$ cat config.mk
export PLATFORM = sky130hd
export DESIGN_NAME = aes_job_scheduler
export DESIGN_NICKNAME = d
export VERILOG_FILES = /design/src/rtl/aes_job_scheduler.sv
export SDC_FILE = /design/constraint.sdc
export NUM_CORES = 1
export LEC_CHECK = 0
export ABC_AREA = 1
export CORE_AREA = 2 2 415 417
export CTS_CLUSTER_SIZE = 40
export DETAILED_ROUTE_END_ITERATION = 7
export DIE_AREA = 0 0 417 419
export DONT_BUFFER_PORTS = 1
export GPL_TIMING_DRIVEN = 1
export PLACE_DENSITY_LB_ADDON = 0.3
export SLEW_MARGIN = 10
export SYNTH_ARGS = -nofsm -noshare
export SYNTH_HDL_FRONTEND = slang
export SYNTH_SLANG_ARGS = --single-unit
$ cat constraint.sdc
create_clock -name clk -period 3.8 [get_ports clk]
set_input_delay 0.95 -clock clk [delete_from_list [all_inputs] [get_ports clk]]
set_output_delay 0.95 -clock clk [all_outputs]
set_load 0.02 [all_outputs]
$ cat src/rtl/aes_job_scheduler.sv
// Round-robin job front end for the AES-128 core: one job in flight,
// key-loaded tracking, illegal-op rejection and a hung-core timeout.
module aes_job_scheduler #(
    parameter int NUM_REQ        = 4,
    parameter int ID_W           = 2,
    parameter int TIMEOUT_CYCLES = 64
) (
    input  logic                   clk,
    input  logic                   rst_n,
    input  logic [NUM_REQ-1:0]     req_valid_i,
    input  logic [2*NUM_REQ-1:0]   req_op_i,
    input  logic [128*NUM_REQ-1:0] req_data_i,
    output logic [NUM_REQ-1:0]     req_ready_o,
    output logic                   rsp_valid_o,
    input  logic                   rsp_ready_i,
    output logic [ID_W-1:0]        rsp_id_o,
    output logic [127:0]           rsp_data_o,
    output logic                   rsp_err_o,
    output logic                   key_valid_o,
    output logic                   aes_set_key_o,
    output logic                   aes_encrypt_o,
    output logic                   aes_decrypt_o,
    output logic [127:0]           aes_data_o,
    input  logic                   aes_set_key_enable_i,
    input  logic                   aes_gen_key_done_i,
    input  logic                   aes_encrypt_done_i,
    input  logic                   aes_decrypt_done_i,
    input  logic [127:0]           aes_ciphertext_i,
    input  logic [127:0]           aes_plaintext_i
);

    localparam logic [1:0] OP_KEY = 2'b00;
    localparam logic [1:0] OP_ENC = 2'b01;
    localparam logic [1:0] OP_DEC = 2'b10;
    localparam logic [1:0] OP_ILL = 2'b11;
    localparam int CNT_W = $clog2(TIMEOUT_CYCLES + 1);
    localparam logic [ID_W:0] NREQ = (ID_W+1)'(NUM_REQ);

    typedef enum logic [1:0] {
        IDLE,
        ISSUE,
        WAIT,
        RESP
    } state_t;

    state_t          state;
    logic [ID_W-1:0] rr_ptr;
    logic [ID_W-1:0] job_id;
    logic [1:0]      job_op;
    logic [127:0]    job_data;
    logic [127:0]    res_data;
    logic            res_err;
    logic            key_valid;
    logic [CNT_W-1:0] tmo_cnt;
    logic [CNT_W-1:0] tmo_next;

    logic            gnt_any;
    logic [ID_W-1:0] gnt_idx;
    logic [ID_W:0]   cand;
    logic [ID_W:0]   rr_inc;
    logic [ID_W-1:0] rr_next;
    logic [1:0]      gnt_op;
    logic [127:0]    gnt_data;
    logic            gnt_reject;
    logic            issue_fire;
    logic            done_match;
    logic [127:0]    done_data;

    // First valid requester at or above the pointer, wrapping past NUM_REQ-1.
    always_comb begin
        gnt_any = 1'b0;
        gnt_idx = '0;
        cand    = '0;
        for (int i = 0; i < NUM_REQ; i++) begin
            cand = {1'b0, rr_ptr} + (ID_W+1)'(i);
            if (cand >= NREQ) begin
                cand = cand - NREQ;
            end
            if (!gnt_any && req_valid_i[cand[ID_W-1:0]]) begin
                gnt_any = 1'b1;
                gnt_idx = cand[ID_W-1:0];
            end
        end
    end

    always_comb begin
        gnt_op   = '0;
        gnt_data = '0;
        for (int i = 0; i < NUM_REQ; i++) begin
            if (gnt_idx == ID_W'(i)) begin
                gnt_op   = req_op_i[2*i +: 2];
                gnt_data = req_data_i[128*i +: 128];
            end
        end
    end

    always_comb begin
        rr_inc  = {1'b0, gnt_idx} + 1'b1;
        rr_next = (rr_inc >= NREQ) ? '0 : rr_inc[ID_W-1:0];
    end

    always_comb begin
        req_ready_o = '0;
        if (rst_n && state == IDLE && gnt_any) begin
            for (int i = 0; i < NUM_REQ; i++) begin
                if (gnt_idx == ID_W'(i)) begin
                    req_ready_o[i] = 1'b1;
                end
            end
        end
    end

    assign gnt_reject = (gnt_op == OP_ILL) ||
                        (gnt_op != OP_KEY && !key_valid);

    // Command pulses are decoded straight from the ISSUE state so they can
    // never appear elsewhere and can never overlap.
    assign aes_set_key_o = (state == ISSUE) && (job_op == OP_KEY) &&
                           aes_set_key_enable_i;
    assign aes_encrypt_o = (state == ISSUE) && (job_op == OP_ENC);
    assign aes_decrypt_o = (state == ISSUE) && (job_op == OP_DEC);
    assign issue_fire    = aes_set_key_o | aes_encrypt_o | aes_decrypt_o;

    always_comb begin
        done_match = 1'b0;
        done_data  = '0;
        unique case (job_op)
            OP_KEY: done_match = aes_gen_key_done_i;
            OP_ENC: begin
                done_match = aes_encrypt_done_i;
                done_data  = aes_ciphertext_i;
            end
            OP_DEC: begin
                done_match = aes_decrypt_done_i;
                done_data  = aes_plaintext_i;
            end
            default: done_match = 1'b0;
        endcase
    end

    assign tmo_next = tmo_cnt + 1'b1;

    always_ff @(posedge clk or negedge rst_n) begin
        if (!rst_n) begin
            state     <= IDLE;
            rr_ptr    <= '0;
            job_id    <= '0;
            job_op    <= '0;
            job_data  <= '0;
            res_data  <= '0;
            res_err   <= 1'b0;
            key_valid <= 1'b0;
            tmo_cnt   <= '0;
        end else begin
            unique case (state)
                IDLE: begin
                    if (gnt_any) begin
                        job_id   <= gnt_idx;
                        job_op   <= gnt_op;
                        job_data <= gnt_data;
                        rr_ptr   <= rr_next;
                        res_data <= '0;
                        res_err  <= gnt_reject;
                        state    <= gnt_reject ? RESP : ISSUE;
                    end
                end
                ISSUE: begin
                    tmo_cnt <= '0;
                    if (issue_fire) begin
                        state <= WAIT;
                        if (job_op == OP_KEY) begin
                            key_valid <= 1'b0;
                        end
                    end
                end
                WAIT: begin
                    if (done_match) begin
                        res_data <= done_data;
                        res_err  <= 1'b0;
                        state    <= RESP;
                        if (job_op == OP_KEY) begin
                            key_valid <= 1'b1;
                        end
                    end else if (tmo_next == CNT_W'(TIMEOUT_CYCLES - 1)) begin
                        res_data <= '0;
                        res_err  <= 1'b1;
                        state    <= RESP;
                        if (job_op == OP_KEY) begin
                            key_valid <= 1'b0;
                        end
                    end else begin
                        tmo_cnt <= tmo_next;
                    end
                end
                RESP: begin
                    if (rsp_ready_i) begin
                        state <= IDLE;
                    end
                end
                default: state <= IDLE;
            endcase
        end
    end

    assign rsp_valid_o = (state == RESP);
    assign rsp_id_o    = job_id;
    assign rsp_data_o  = res_data;
    assign rsp_err_o   = res_err;
    assign key_valid_o = key_valid;
    assign aes_data_o  = job_data;

endmodule

---- Yosys cells after proc, flatten, opt, wreduce, memory -nomap -nowiden ----
Index checks and enable logic that the tools add are counted.
cells by class
  add/subtract/negate cells ............... 9
  order comparisons ....................... 9
  equal/unequal tests ..................... 17
  mux-type cells .......................... 60
  bitwise gates (word level) .............. 2
  reduce and logical (&&, ||, !) cells .... 26
operators with widths
  cell                                                                   number
  128-bit 2-to-1 mux                                                     7
  128-bit one-hot mux with 2 select lines                                2
  2-bit 2-to-1 mux                                                       19
  1-bit 2-to-1 mux                                                       20
  7-bit 2-to-1 mux                                                       2
  7-bit one-hot mux with 2 select lines                                  1
  2-bit == test (second input constant)                                  6
  3-bit >= comparator (second input constant)                            4
  2-bit by 3-bit < comparator with 1-bit output (second input constant)  4
  1-bit logical AND                                                      10
  1-bit binary-select mux with 2-bit select                              4
  2-bit inequality test (second input constant)                          4
  2-bit one-hot mux with 4 select lines                                  1
  4-bit AND reduction                                                    2
  2-bit by 1-bit subtractor with 2-bit output (second input constant)    4
  7-bit by 1-bit adder with 7-bit output (second input constant)         1
  7-bit by 6-bit == test with 1-bit output (second input constant)       1
  2-bit by 1-bit adder with 3-bit output (second input constant)         2
  2-bit by 2-bit adder with 3-bit output (second input constant)         2
  2-bit by 1-bit == test with 1-bit output (second input constant)       3
  2-bit logical NOT                                                      3
  3-bit inequality test (second input constant)                          2
  3-bit AND reduction                                                    2
  2-bit nonzero test                                                     3
  9 further kinds                                                        14
storage, ports and cells
  flip-flop bits (word level) ............. 273
  input port bits ......................... 787
  logic and storage cells ................. 132

---- Depth between registers and ports, before layout ----
Gate-level depths: netlist (run 1).
  depth after elaboration ................. 25
  depth in mapped cells ................... 25
  mapped depth without buffers ............ 24

---- Worst setup path after synthesis (run 1) ----
Ideal clock, no wire load.
  path type ............................... input to output
  start point ............................. in req_valid_i[1]
  end point ............................... out req_ready_o[3]
  arrival ................................. 2849 ps
  data required time ...................... 2850 ps
  setup slack ............................. 1 ps
  stages .................................. 14
  path buffers ............................ 2
  path through ............................ inv_1 -> nand2_1 -> nand3_1 -> nand2_1 -> nor2_4 -> nand2_1 -> o21ai_0 -> nand2_1 -> inv_1 -> ha_1 -> clkinv_1 -> clkbuf_1 -> clkbuf_1 -> nor2_1
between the ends
  cells in the longest elaborated chain, start to end .. 15
  elaborated cells on any way between the ends .. 26
  those cells by class .................... 1 x eq/ne; 18 x mux; 7 x reduce/logical
ends and longest elaborated chain
  what                                       line  text
  start, declared                            10    input logic [NUM_REQ-1:0] req_valid_i,
  1-bit binary-select mux with 2-bit select  79    if (!gnt_any && req_valid_i[cand[ID_W-1:0]]) begin
  1-bit 2-to-1 mux (implied by the code)     79
  1-bit 2-to-1 mux                           79
  1-bit logical NOT                          79
  1-bit logical AND                          79
  1-bit 2-to-1 mux                           79
  1-bit logical NOT                          79
  1-bit logical AND                          79
  1-bit 2-to-1 mux                           79
  1-bit logical NOT                          79
  1-bit logical AND                          79
  2-bit 2-to-1 mux (*)                       79
  via gnt_idx[0]                             58    logic [ID_W-1:0] gnt_idx;
  2-bit == test (*)                          106   if (gnt_idx == ID_W'(i)) begin
  1-bit 2-to-1 mux (*)                       106
  4-bit 2-to-1 mux (*)                       104   if (rst_n && state == IDLE && gnt_any) begin
  end, declared                              13    output logic [NUM_REQ-1:0] req_ready_o,
The timed path passes the listed nets; every way through them passes the cells marked *. The select of a mux whose other input is x is not followed.

---- Final worst setup path (run 1) ----
  start point ............................. reg rr_ptr[0]
  end point ............................... out req_ready_o[0]
between the ends
  cells in the longest elaborated chain, start to end .. 17
  elaborated cells on any way between the ends .. 41
  those cells by class .................... 7 x add/sub; 4 x order compare; 22 x mux; 8 x reduce/logical
ends and longest elaborated chain
  what                                                                                             line  text
  start, declared                                                                                  47    logic [ID_W-1:0] rr_ptr;
  start signal, assigned                                                                           161   rr_ptr <= rr_next;
  parallel branches: the longest is 13 deep, another holds 2-bit by 1-bit adder with 3-bit output  --
  2-bit 2-to-1 mux (*)                                                                             79
  via gnt_idx[1]                                                                                   58
  2-bit logical NOT (*)                                                                            106
  1-bit 2-to-1 mux (*)                                                                             106
  4-bit 2-to-1 mux (*)                                                                             104
Mark *: on every way through the listed nets, which the timed path passes. The select of a mux whose other input is x is not followed.

==> run summary, run 1 <==
R2R setup slack: 0.53 ns
Worst EP arrival: 2.68 ns
Launch point of the worst path: rr_ptr[0]$_DFFE_PN0P_
Capturing point of the worst reg2reg path: aes_data_o[92]$_DFFE_PN0P_
Final Hold Violating Endpoints: 0
Worst Setup EP: req_ready_o[0]
Outcome: finished clean
Avg WL per Cell: 20.58 µm
Share of layout cells above drive strength 1: 18.35%
Synthesized area: 17650 µm²
Buffers on Ports: 0
Met2 Use GR: 16.42%
Rows: 152
Overall routed net length: 91230 µm
Max-slew violations: 0
Yosys cell types: 38
Clock latency on the worst-skew pair: 0.60 ns
PwrDens: 1302 nW/µm²
CTS tree: done
CP Launch Type: register
Syn Nets: 3041
Slew HR: 31.71%
Post-synth EDFFs: 0
Io pins: 1055
Met1 usage: 11.40%
Met3 usage: 3.398%
Vias in the first global route: 15.34k
Vias: 16.09k
GRT overflow: 0
DR pass1 iterations: 5
Final Wtd Congestion: 0.9233
Worst Hold Class: input port to async pin
Synth-to-Final Area Change: 22.19%
Critical path type: register to primary output
Power Total: 28060 µW
CTS buffer count: 39
Max VDD drop: 0.0008829 V
Finish-stage setup viols: 0
Die height: 419 µm
Static leakage: 0.009289 µW
Count of nets after finishing: 2968
Die W: 417 µm
End-of-flow core utilization: 12.64%
Core area: 170600 µm²
F_max: 275.7 MHz
FF-to-FF Start: rr_ptr[0]$_DFFE_PN0P_
Die Area: 174700 µm²
Worst endpoint required time: 2.85 ns
Initial core utilization: 10.34%
Initial antenna violation count: 27
Clock sink total: 273
Antenna Nets Post-Route: 0
#FFs+latches synth: 273
Global-route wire length before repair: 122300 µm
Largest net degree at the start of global routing: 238
Final worst path period share: 95.45%
Worst-Margin Slew: 1.024 ns
Clk pin slew, worst setup/hold paths: 0.06 ns
Worst hold margin: 0.1017 ns
Async set-or-reset flop fraction in the synthesized netlist: 100.0%
Worst-case clock buffer depth: 3
Register area share after synthesis: 38.72%
1st-iter DRT viols: 1198
Post-Syn Area per Cell: 7.881 µm²
H-tree Lvls: 2
Count of max-cap constraint violations: 0
Vias per cell: 3.631
Worst Skew: 0.01894 ns
DR DRC count: 0
Most common cell after layout, fill and taps aside: nand2_1
Fill cells: 19.64k
Most Crowded Layer GR: met2
Post-Synthesis Cells: 2239
Crit Path Max Fanout: 5
Root buf cell: clkbuf_16
Most frequent cells in the layout: nand2_1 (853), dfrtp_1 (271), nand3_1 (144)
Reg2reg path depth: 18
Post-DP HPWL: 70310 µm
Most used DFF post-synth: dfrtp_1
CP Capture Type: primary output
Yosys warns: 0
Total track usage: 9.761%
Period minus WS final: 3.627 ns
==> critical path: stages (launching register included) <==
cell and delay, ns:
dfrtp_2 0.42, buf_12 0.14, nand2_1 0.05, nand2_1 0.11
nand2_1 0.09, nand2_2 0.07, nor2_4 0.14, nand2_1 0.07
o21ai_0 0.16, inv_1 0.09, nand2_4 0.10, inv_1 0.09
ha_1 0.20, inv_1 0.12, nor2_1 0.06, buf_4 0.16
==> state kept, by name, indices dropped and copies added, names as in the netlist <==
register     count
state            2
rr_ptr           2
rsp_data_o     128
rsp_id_o         2
rsp_err_o        1
tmo_cnt          7
aes_data_o     128
job_op           2
key_valid_o      1
==> stage by stage <==
step	cells	instance area [µm²]	setup slack (ns)	TNS (ns)
finish	4432	21560	0.1728	0
floorplan	2239	17650	0.0005924	0
global route	4432	21560	-0.01073	-0.01823
detailed placement	4352	20200	0.02248	0
global placement	4352	20200	0.03968	0
CTS	4420	21490	0.002377	0
==> cell type report <==
cell class | instances | area, µm² | area share [%]
multi-input combinational | 1724 | 9564 | 44.36
clock buffer | 54 | 1092 | 5.066
antenna | 8 | 20.02 | 0.09285
clock inverter | 12 | 156.4 | 0.7254
tap | 2233 | 2794 | 12.96
sequential | 273 | 6834 | 31.70
inverter | 41 | 171.4 | 0.7950
timing repair buffer | 87 | 928.4 | 4.306
==> metal layers <==
layer	vias to the layer above	part of all wire, %
li1	7502	-
met1	7747	39
met5	-	0.18
met3	126	8.5
met2	695	49
met4	22	3.3
==> Yosys cell counts (2+ instances only) <==
cell type	number	area, µm²
clkbuf_2	2	10.01
buf_12	11	220.2
buf_2	23	115.1
ha_1	15	187.7
dfrtp_1	273	6832
a21oi_1	131	655.6
inv_2	3	11.26
inv_1	36	135.1
a22o_1	128	1121
buf_6	30	337.8
o21ai_2	110	963.4
clkbuf_1	117	439.2
o211ai_1	28	210.2
nor2_1	18	67.56
nor2_2	2	12.51
nand2_1	855	3209
buf_1	16	60.06
o21ai_1	68	340.3
nand3_1	144	720.7
o211ai_2	100	1251
o21ai_0	89	445.4
nand2_2	24	150.1
==> logic make-up (layout without fill, tap and decap cells) <==
group,count (synthesis),in the layout,synth area share [%]
buffers and inverters,242,194,7.715
adders and majority gates,15,15,1.064
AOI/OAI and AO/OA,658,658,28.49
DFF,273,273,38.72
and+or+nand+nor,1051,1051,24.02
other,0,8,0
==> report_power, final <==
group	leakage (µW)	internal (µW)	total [µW]	switching, µW
clock	0.000607	2160	3750	1590
combinational	0.00508	6100	18600	12500
sequential	0.00360	3820	5710	1890
==> how the worst min path moves through the flow <==
stage,slack (ns),to,from,depth (start not counted)
after global placement,0.50,tmo_cnt[6]$_DFFE_PN0P_,tmo_cnt[6]$_DFFE_PN0P_,2
final,0.10,aes_data_o[58]$_DFFE_PN0P_,rst_n,0
after CTS,0.0009,aes_data_o[78]$_DFFE_PN0P_,rst_n,0
after global routing,0.03,aes_data_o[58]$_DFFE_PN0P_,rst_n,0
after detailed placement,0.52,tmo_cnt[4]$_DFFE_PN0P_,tmo_cnt[4]$_DFFE_PN0P_,2
after floorplan,0.47,tmo_cnt[4]$_DFFE_PN0P_,tmo_cnt[4]$_DFFE_PN0P_,2
==> timing repair <==
| item | in CTS | in global routing |
|---|---|---|
| hold endpoints to repair | 30 | 0 |
| gates resized for setup | 4 | 5 |
| pin swaps | 0 | 1 |
| buffers inserted | 0 | 4 |
| endpoints found under the setup margin | 3 | 3 |
| hold buffers | 2 | 0 |
No activity file was read; power rests on OpenSTA's default activity.
==> run 2: changes to the inputs <==
Settings changed: HOLD_SLACK_MARGIN set to 0.08.
==> run 2 against run 1 <==
Net effect: setup slack got worse by 0.0022 ns; final cell count about the same; combinational power about the same; critical path type unchanged; largest cell class unchanged; highest routed layer unchanged.
==> run summary, run 2 (same netlist as run 1, synthesis figures left out) <==
Slew HR: 30.11%
Period minus WS final: 3.629 ns
Die W: 417 µm
Area after DPL: 20200 µm²
Rows: 152
Global-route wire length before repair: 121800 µm
Total track usage: 9.700%
Flop pwr share: 20.4%
Core area: 170600 µm²
Power Total: 28030 µW
Die height: 419 µm
Post-DP HPWL: 70310 µm
CTS buffer count: 39
Final Wtd Congestion: 0.9233
F_max: 275.5 MHz
End-of-flow core utilization: 12.62%
Die Area: 174700 µm²
DR DRC count: 0
PwrDens: 1302 nW/µm²
Clk pin slew, worst setup/hold paths: 0.06 ns
Initial core utilization: 10.34%
CP Launch Type: register
Share of layout cells above drive strength 1: 18.32%
Vias per cell: 3.628
Capturing point of the worst reg2reg path: aes_data_o[92]$_DFFE_PN0P_
Switching fraction of total power: 56.96%
Finish-stage setup viols: 0
Antenna Nets Post-Route: 0
R2R setup slack: 0.53 ns
Count of max-cap constraint violations: 0
Final worst path period share: 95.51%
Reg2reg path depth: 18
Worst-Margin Slew: 1.048 ns
Clock latency on the worst-skew pair: 0.60 ns
CTS tree: done
Outcome: finished clean
Worst endpoint required time: 2.85 ns
Avg WL per Cell: 20.45 µm
Clock network fraction of total power: 13.3%
Synth-to-Final Area Change: 22.03%
Max VDD drop: 0.0008804 V
DR pass1 iterations: 5
Most frequent cells in the layout: nand2_1 (853), dfrtp_1 (271), nand3_1 (144)
Combinational share of power: 66.3%
Worst-case clock buffer depth: 3
Worst Hold Class: input port to async pin
Crit Path Max Fanout: 5
Switch Pwr: 15970 µW
Max-slew violations: 0
H-tree Lvls: 2
Worst EP arrival: 2.68 ns
Initial antenna violation count: 27
Vias in the first global route: 15.32k
Final Cell Area: 21530 µm²
Critical path type: register to primary output
Final Hold Violating Endpoints: 0
Io pins: 1055
Largest net degree at the start of global routing: 275
Overall routed net length: 90630 µm
Count of nets after finishing: 2966
1st-iter DRT viols: 1172
Vias: 16.07k
Most common cell after layout, fill and taps aside: nand2_1
Root buf cell: clkbuf_16
FF-to-FF Start: rr_ptr[0]$_DFFE_PN0P_
Static leakage: 0.009275 µW
Buffers on Ports: 0
Clock sink total: 273
CP Capture Type: primary output
Internal power: 12070 µW
GRT overflow: 0
Worst Skew: 0.02130 ns
run 2: stage by stage:
| stage | setup TNS [ns] | setup slack [ns] | std cells | hold WS (ns) |
|---|---|---|---|---|
| 4_1_cts | 0 | 0.002281 | 4418 | -0.03459 |
| 3_3_place_gp | 0 | 0.03968 | 4352 | 0.5036 |
| 3_5_place_dp | 0 | 0.02248 | 4352 | 0.5151 |
| 2_1_floorplan | 0 | 0.0005924 | 2239 | 0.4746 |
| 6_report | 0 | 0.1706 | 4431 | 0.04498 |
| 5_1_grt | -0.01807 | -0.01059 | 4430 | -0.01449 |
run 2: worst max path at each step:
stage / startpoint / endpoint / slack, ns / cells past startpoint
2_1_floorplan: req_valid_i[1] / req_ready_o[3] / 0.0006 / 14
3_3_place_gp: req_valid_i[1] / aes_data_o[53]$_DFFE_PN0P_ / 0.04 / 17
3_5_place_dp: req_valid_i[1] / aes_data_o[53]$_DFFE_PN0P_ / 0.02 / 17
4_1_cts: rr_ptr[0]$_DFFE_PN0P_ / req_ready_o[3] / 0.002 / 13
5_1_grt: rr_ptr[0]$_DFFE_PN0P_ / req_ready_o[0] / -0.01 / 14
6_report: rr_ptr[0]$_DFFE_PN0P_ / req_ready_o[0] / 0.17 / 15
run 2: layout make-up:
class                           count  area (µm²)
Inverter                           41       171.4
Fill cell                       19640      149100
Tap cell                         2233        2794
Timing Repair Buffer               85       898.4
Clock inverter                     12       156.4
Sequential cell                   273        6834
Multi-Input combinational cell   1724        9564
Antenna cell                        9       22.52
Clock buffer                       54        1092
run 2: power groups by stage:
stage	Sequential, µW	Combinational [µW]	Clock (µW)
2_1_floorplan	5240	13300	0
5_1_grt	5820	20800	4030
4_1_cts	5810	18700	3970
3_3_place_gp	5870	18500	0
3_5_place_dp	5840	18600	0
6_report	5710	18600	3740
run 2: critical path, stage by stage, from the launching register on:
cell and delay [ns]:
dfrtp_2 0.42, buf_12 0.14, nand2_1 0.05, nand2_1 0.11, nand2_1 0.09, nand2_2 0.07
nor2_4 0.14, nand2_1 0.07, o21ai_0 0.16, inv_1 0.09, nand2_4 0.10, inv_1 0.09
ha_1 0.20, inv_1 0.12, nor2_1 0.06, buf_4 0.16
run 2: routing by layer:
layer | wire, µm | track usage (%) | vias to the layer above
li1 | - | - | 7508
met1 | 35200 | 11.34 | 7713
met2 | 44480 | 16.28 | 703
met3 | 7843 | 3.412 | 128
met4 | 2942 | 3.531 | 22
met5 | 163 | 0 | -
run 2: what timing repair did:
| item | 4_1_cts | 5_1_grt |
|---|---|---|
| buffers inserted | 0 | 4 |
| hold endpoints to repair | 267 | 147 |
| gates resized for setup | 4 | 5 |
| pin swaps | 0 | 1 |
| setup endpoints to repair | 3 | 3 |
==> edit 1 (settings of run 1) <==
The parameter `NUM_REQ` goes from 4 to 3.
--- a/src/rtl/aes_job_scheduler.sv
+++ b/src/rtl/aes_job_scheduler.sv
@@ -1,7 +1,7 @@
 // Round-robin job front end for the AES-128 core: one job in flight,
 // key-loaded tracking, illegal-op rejection and a hung-core timeout.
 module aes_job_scheduler #(
-    parameter int NUM_REQ        = 4,
+    parameter int NUM_REQ        = 3,
     parameter int ID_W           = 2,
     parameter int TIMEOUT_CYCLES = 64
 ) (
Ports: changed (resized req_data_i, req_op_i, req_ready_o and req_valid_i); port bits go from 1055 to 923. No check against the original RTL was run, so the function may have changed too.
==> edit 1 against run 1 <==
- worst setup slack better by 0.088 ns
- routed wire length is 18% lower
- global-route usage is 1.8 points lower
- final area is 14% lower
- area after synthesis is 16% lower
- sequential cell count stayed put
- highest routed layer unchanged
Power is not compared: it rests on default switching activity, and its combinational part moved more than twofold at a synthesized area within 25%.
==> edit 1: results (changes against run 1) <==
* Clock Skew at 0.0339 ns (+0.0150 ns)
* Gr usage total at 7.97% (-1.8 points)
* Synth Flop Type: dfrtp_1
* Vias in the first global route at 13375 (-13%)
* Sequential cell area fraction in the yosys report at 46.2% (+7.5 points)
* Reg area at 6830 sq um (about the same)
* Reg2reg setup slack at 0.92 ns (+0.39 ns)
* First-pass GRT wire length at 101 mm (-18%)
* Avg WL per Cell at 17.6 um (-15%)
* Worst EP arrival at 2.59 ns (-0.09 ns)
* Pin count of the biggest net entering global routing at 267 (+12%)
* R2R depth at 14 (-4)
* RD Place Congestion at 0.863 (-6.6%)
* Max cap viols at 0 (unchanged)
* Post-CTS Resized at 0 (-4)
* Worst setup endpoint: req_ready_o[1]
* Met2 WL at 37.6 mm (-16%)
* Met2 global-route usage at 13.8% (-2.6 points)
* Initial DRC Count at 967 (-19%)
* Commonest cells in the netlist: 944 x nand2_1, 273 x dfrtp_1, 216 x a21oi_1, 108 x nand3_1, 100 x nor2_1
* Final nets at 2653 (-11%)
* Total CTS buffers at 40 (+2.6%)
* Met1 usage at 8.66% (-2.7 points)
* Worst slew pin tran at 0.906 ns (-0.118 ns)
* Drt pass-1 iters at 5 (unchanged)
* Slowest CP cell: dfrtp_1
* Met3 usage at 2.58% (-0.82 points)
* Worst IR drop on VDD at around 0.66 mV
* Longest Clk Path Bufs at 3 (unchanged)
* Critical path peak fanout at 6 (+1)
* Syn. warnings at 0 (unchanged)
* Via count at 14126 (-12%)
* Fin Hold WS at 0.0821 ns (-0.0195 ns)
* Async set or reset register ratio after synthesis at 100% (unchanged)
* Syn avg cell area at 7.17 sq um (-9.1%)
* Filler cells at 19859 (+1.1%)
* Worst reg2reg endpoint: aes_data_o[96]
* Met3 WL at 6.18 mm (-20%)
* Highest Signal Layer: met5
* Placement Cell Area at 17200 sq um (-15%)
* Setup crit start: rr_ptr[1]
* Met1 Wirelength at 27.3 mm (-23%)
* Clock Latency Late Sink at 0.60 ns (about the same)
* Outcome: completed
* Worst-path clk slew at about 0.050 ns
* Minimum clock period at 3.54 ns (-0.0880 ns)
* Netlist cell types at 29 (-24%)
* Slew Limit Fails at 0 (unchanged)
* Ratio of cells with drive above 1 in the final layout at 5.67% (-13 points)
* Initial antenna violation count at 20 (-26%)
* DP HPWL at 56.1 mm (-20%)
* Top cells by area, synth: dfrtp_1 46%, nand2_1 24%, a21oi_1 7.3%
* Final WL at 74.8 mm (-18%)
* Post-CTS Hold Buffers at 1 (-1)
* Pleak at between 7 and 8 nW
* Placed cells at 4172 (-4.1%)
* Place WS at 0.734 ns (+0.711 ns)
[edit 1: cell types whose count changed after synthesis, moves of 85 or more]
cell	delta
a22o_1	-125
o21ai_2	-110
o211ai_2	-100
nand2_1	+89
a31oi_1	+87
a21oi_1	+85
[edit 1: worst min path at each step]
stage | cells past startpoint | from | to
after floorplan | 1 | tmo_cnt[6] | tmo_cnt[6]
after global placement | 1 | tmo_cnt[6] | tmo_cnt[6]
after detailed placement | 1 | tmo_cnt[6] | tmo_cnt[6]
after CTS | 0 | rst_n | rsp_data_o[51]
after global routing | 0 | rst_n | rsp_data_o[51]
final | 0 | rst_n | rsp_data_o[51]
[edit 1: cells by family (layout without fill, tap and decap cells)]
| logic type | Yosys count | in the layout | synth area share, % |
|---|---|---|---|
| other | 0 | 7 | 0 |
| adder cells (fa/ha/maj) | 15 | 15 | 1.27 |
| AO/OA/AOI/OAI | 416 | 416 | 15.2 |
| flip-flops | 273 | 273 | 46.2 |
| XOR/XNOR | 4 | 4 | 0.237 |
| buffers and inverters | 188 | 138 | 6.19 |
| AND/OR/NAND/NOR | 1165 | 1165 | 30.8 |
[edit 1: final cells by class]
| type | instances | area share (%) |
|---|---|---|
| diodes | 7 | 0.0945 |
| clock buffers | 58 | 6.37 |
| clock inverters | 13 | 0.628 |
| inverters | 34 | 0.756 |
| multi-input cells | 1600 | 38.3 |
| flip-flops and latches | 273 | 36.9 |
| well taps | 2233 | 15.1 |
| repair buffers | 33 | 1.96 |
[edit 1: power groups by stage]
stage               Combinational [mW]  Sequential [mW]  Clock, mW
floorplan                         6.39             5.47          0
global placement                  8.81             6.10          0
detailed placement                8.95             6.06          0
CTS                               8.94             6.04       4.00
global route                      9.83             6.09       4.08
finish                            8.76             6.00       3.77
==> edit 2 (settings of run 1) <==
Made on the original files. Register the inputs `aes_set_key_enable_i` and `aes_gen_key_done_i` before use, without a reset. The logic sees them one clock later. The other inputs are not delayed to match.
--- a/src/rtl/aes_job_scheduler.sv
+++ b/src/rtl/aes_job_scheduler.sv
@@ -43,6 +43,14 @@
         RESP
     } state_t;
 
+    logic aes_set_key_enable_q;
+    logic aes_gen_key_done_q;
+
+    always_ff @(posedge clk) begin
+        aes_set_key_enable_q <= aes_set_key_enable_i;
+        aes_gen_key_done_q   <= aes_gen_key_done_i;
+    end
+
     state_t          state;
     logic [ID_W-1:0] rr_ptr;
     logic [ID_W-1:0] job_id;
@@ -116,7 +124,7 @@
     // Command pulses are decoded straight from the ISSUE state so they can
     // never appear elsewhere and can never overlap.
     assign aes_set_key_o = (state == ISSUE) && (job_op == OP_KEY) &&
-                           aes_set_key_enable_i;
+                           aes_set_key_enable_q;
     assign aes_encrypt_o = (state == ISSUE) && (job_op == OP_ENC);
     assign aes_decrypt_o = (state == ISSUE) && (job_op == OP_DEC);
     assign issue_fire    = aes_set_key_o | aes_encrypt_o | aes_decrypt_o;
@@ -125,7 +133,7 @@
         done_match = 1'b0;
         done_data  = '0;
         unique case (job_op)
-            OP_KEY: done_match = aes_gen_key_done_i;
+            OP_KEY: done_match = aes_gen_key_done_q;
             OP_ENC: begin
                 done_match = aes_encrypt_done_i;
                 done_data  = aes_ciphertext_i;
Function: changed (Yosys sat finds a counterexample within 4 cycles, from zero or initial values and one cycle with rst_n low).
==> edit 2 against run 1 <==
- area after synthesis increased by 0.32%
- final area is 2.7% higher
- synthesized cell count rose by 18%
- clock power down 1%
- power down 2.5%
- routed wire length is 8.4% higher
- worst setup slack got worse by 0.0045 ns
- critical endpoint is now req_ready_o[2]
- sequential cell count increased by 2
==> edit 2: results (changes against run 1) <==
* Outcome: completed
* HP Class: in -> async
* Highest Signal Layer: met5
* Seq group at 5.50 mW (-3.7%)
* Pleak at 9.80 nW (+5.5%)
* Met1 usage at 11.4% (-0.047 points)
* Critical Path Source Type: flop
* Post-CTS Setup Inserts at 2 (+2)
* Ratio of cells with drive above 1 in the final layout at 8.11% (-10 points)
* Met2 WL at 50.0 mm (+12%)
* Slowest CP cell: dfrtp_2
* Reg-to-Reg Start: rr_ptr[0]
* Pin count of the biggest net entering global routing at 246 (+3.4%)
* Met3 usage at 3.08% (-0.32 points)
* Post-CTS Resized at 13 (+9)
* CP peak stage delay at 0.47 ns (+0.05 ns)
* Syn. warnings at 0 (unchanged)
* Met2 global-route usage at 18.9% (+2.5 points)
* Via count at 18613 (+16%)
* Async set or reset register ratio after synthesis at 99.3% (-0.73 points)
* Longest Clk Path Bufs at 3 (unchanged)
* Sw Pwr at 15.2 mW (-4.7%)
* Syn_nets at 3455 (+14%)
* Clock power frac at 13.6% (+0.2 points)
* Netlist cell types at 29 (-24%)
* Met3 WL at 8.30 mm (+6.8%)
* Worst IR drop on VDD at 0.817 mV (-7.5%)
* H-tree Lvls at 2 (unchanged)
* First-pass GRT wire length at 135 mm (+11%)
* # port buffers at 0 (unchanged)
* Commonest cells in the netlist: 1254 x nand2_1, 273 x dfrtp_1, 232 x o21ai_0, 146 x nor2_1, 134 x nand4_1
* Worst slew pin tran at 0.956 ns (-0.0684 ns)
* Met1 Wirelength at 35.4 mm (-0.53%)
* Worst-path clk slew at 0.06 ns (about the same)
* Clock Latency Late Sink at 0.62 ns (+0.02 ns)
* DP HPWL at 75.4 mm (+7.3%)
* Crit-path leading delay family: buffers and inverters
* Total CTS buffers at 39 (unchanged)
* Drt pass-1 iters at 5 (unchanged)
* Initial DRC Count at 1217 (+1.6%)
* Most Crowded Layer GR: met2
* Post-CTS Hold Buffers at 2 (unchanged)
* Root buf cell: clkbuf_16
* Sequential cell area fraction in the yosys report at 38.8% (+0.10 points)
* RD Place Congestion at 0.951 (+3.0%)
* Final nets at 3388 (+14%)
* Critical path peak fanout at 8 (+3)
* Avg WL per Cell at 20.3 um (-1.4%)
* Vias in the first global route at 17809 (+16%)
* Gr usage total at 10.6% (+0.87 points)
* Top cells by area, synth: dfrtp_1 39%, nand2_1 27%, o21ai_0 6.6%
* Initial antenna violation count at 49 (+81%)
* Worst EP arrival at 2.68 ns (about the same)
* Clock Skew at 0.0348 ns (+0.0159 ns)
-- edit 2: cell count changes after synthesis, moves of 100 or more --
cell / before / now
o21ai_2: 110 / 0
o211ai_2: 100 / 0
nand2_1: 855 / 1254
nand3_1: 144 / 17
o21ai_0: 89 / 232
nor2_1: 18 / 146
nand4_1: 1 / 134
-- edit 2: kinds of logic (layout without fill, tap and decap cells) --
| logic type | count (synthesis) | count (layout) | share of synthesized area (%) |
|---|---|---|---|
| AND/OR/NAND/NOR | 1561 | 1561 | 35.3 |
| AO/OA/AOI/OAI | 532 | 532 | 17.8 |
| flip-flops | 275 | 275 | 38.8 |
| buffers and inverters | 270 | 230 | 6.97 |
| adder cells (fa/ha/maj) | 15 | 15 | 1.06 |
| other | 0 | 24 | 0 |
-- edit 2: final cells by class --
class                           count  area [sq um]
Fill cell                       19849        148000
Clock buffer                       61          1140
Tap cell                         2233          2790
Multi-Input combinational cell   2108          9770
Antenna cell                       24          60.1
Sequential cell                   275          6870
Inverter                           40           170
Timing Repair Buffer              122          1250
Clock inverter                      7          97.6
-- edit 2: worst paths after layout --
check,endpoint,slack (ns),cells past startpoint
max in group asynchronous,aes_data_o[48],2.75,1
max,req_ready_o[2],0.17,14
min,aes_data_o[51],0.08,0
min in group clk,aes_gen_key_done_q,0.36,0
max reg2reg,aes_data_o[69],0.48,21
min reg2reg,tmo_cnt[6],0.52,2
-- edit 2: per-stage QoR --
step	power (mW)	instance area (sq um)	cells	setup slack [ns]
3_3_place_gp	23.7	20700	4772	-0.103
2_1_floorplan	16.4	17700	2653	-0.0103
5_1_grt	30.0	22100	4864	0.00173
3_5_place_dp	23.7	20700	4772	-0.102
4_1_cts	27.8	22000	4844	-0.0178
6_report	27.4	22200	4870	0.168
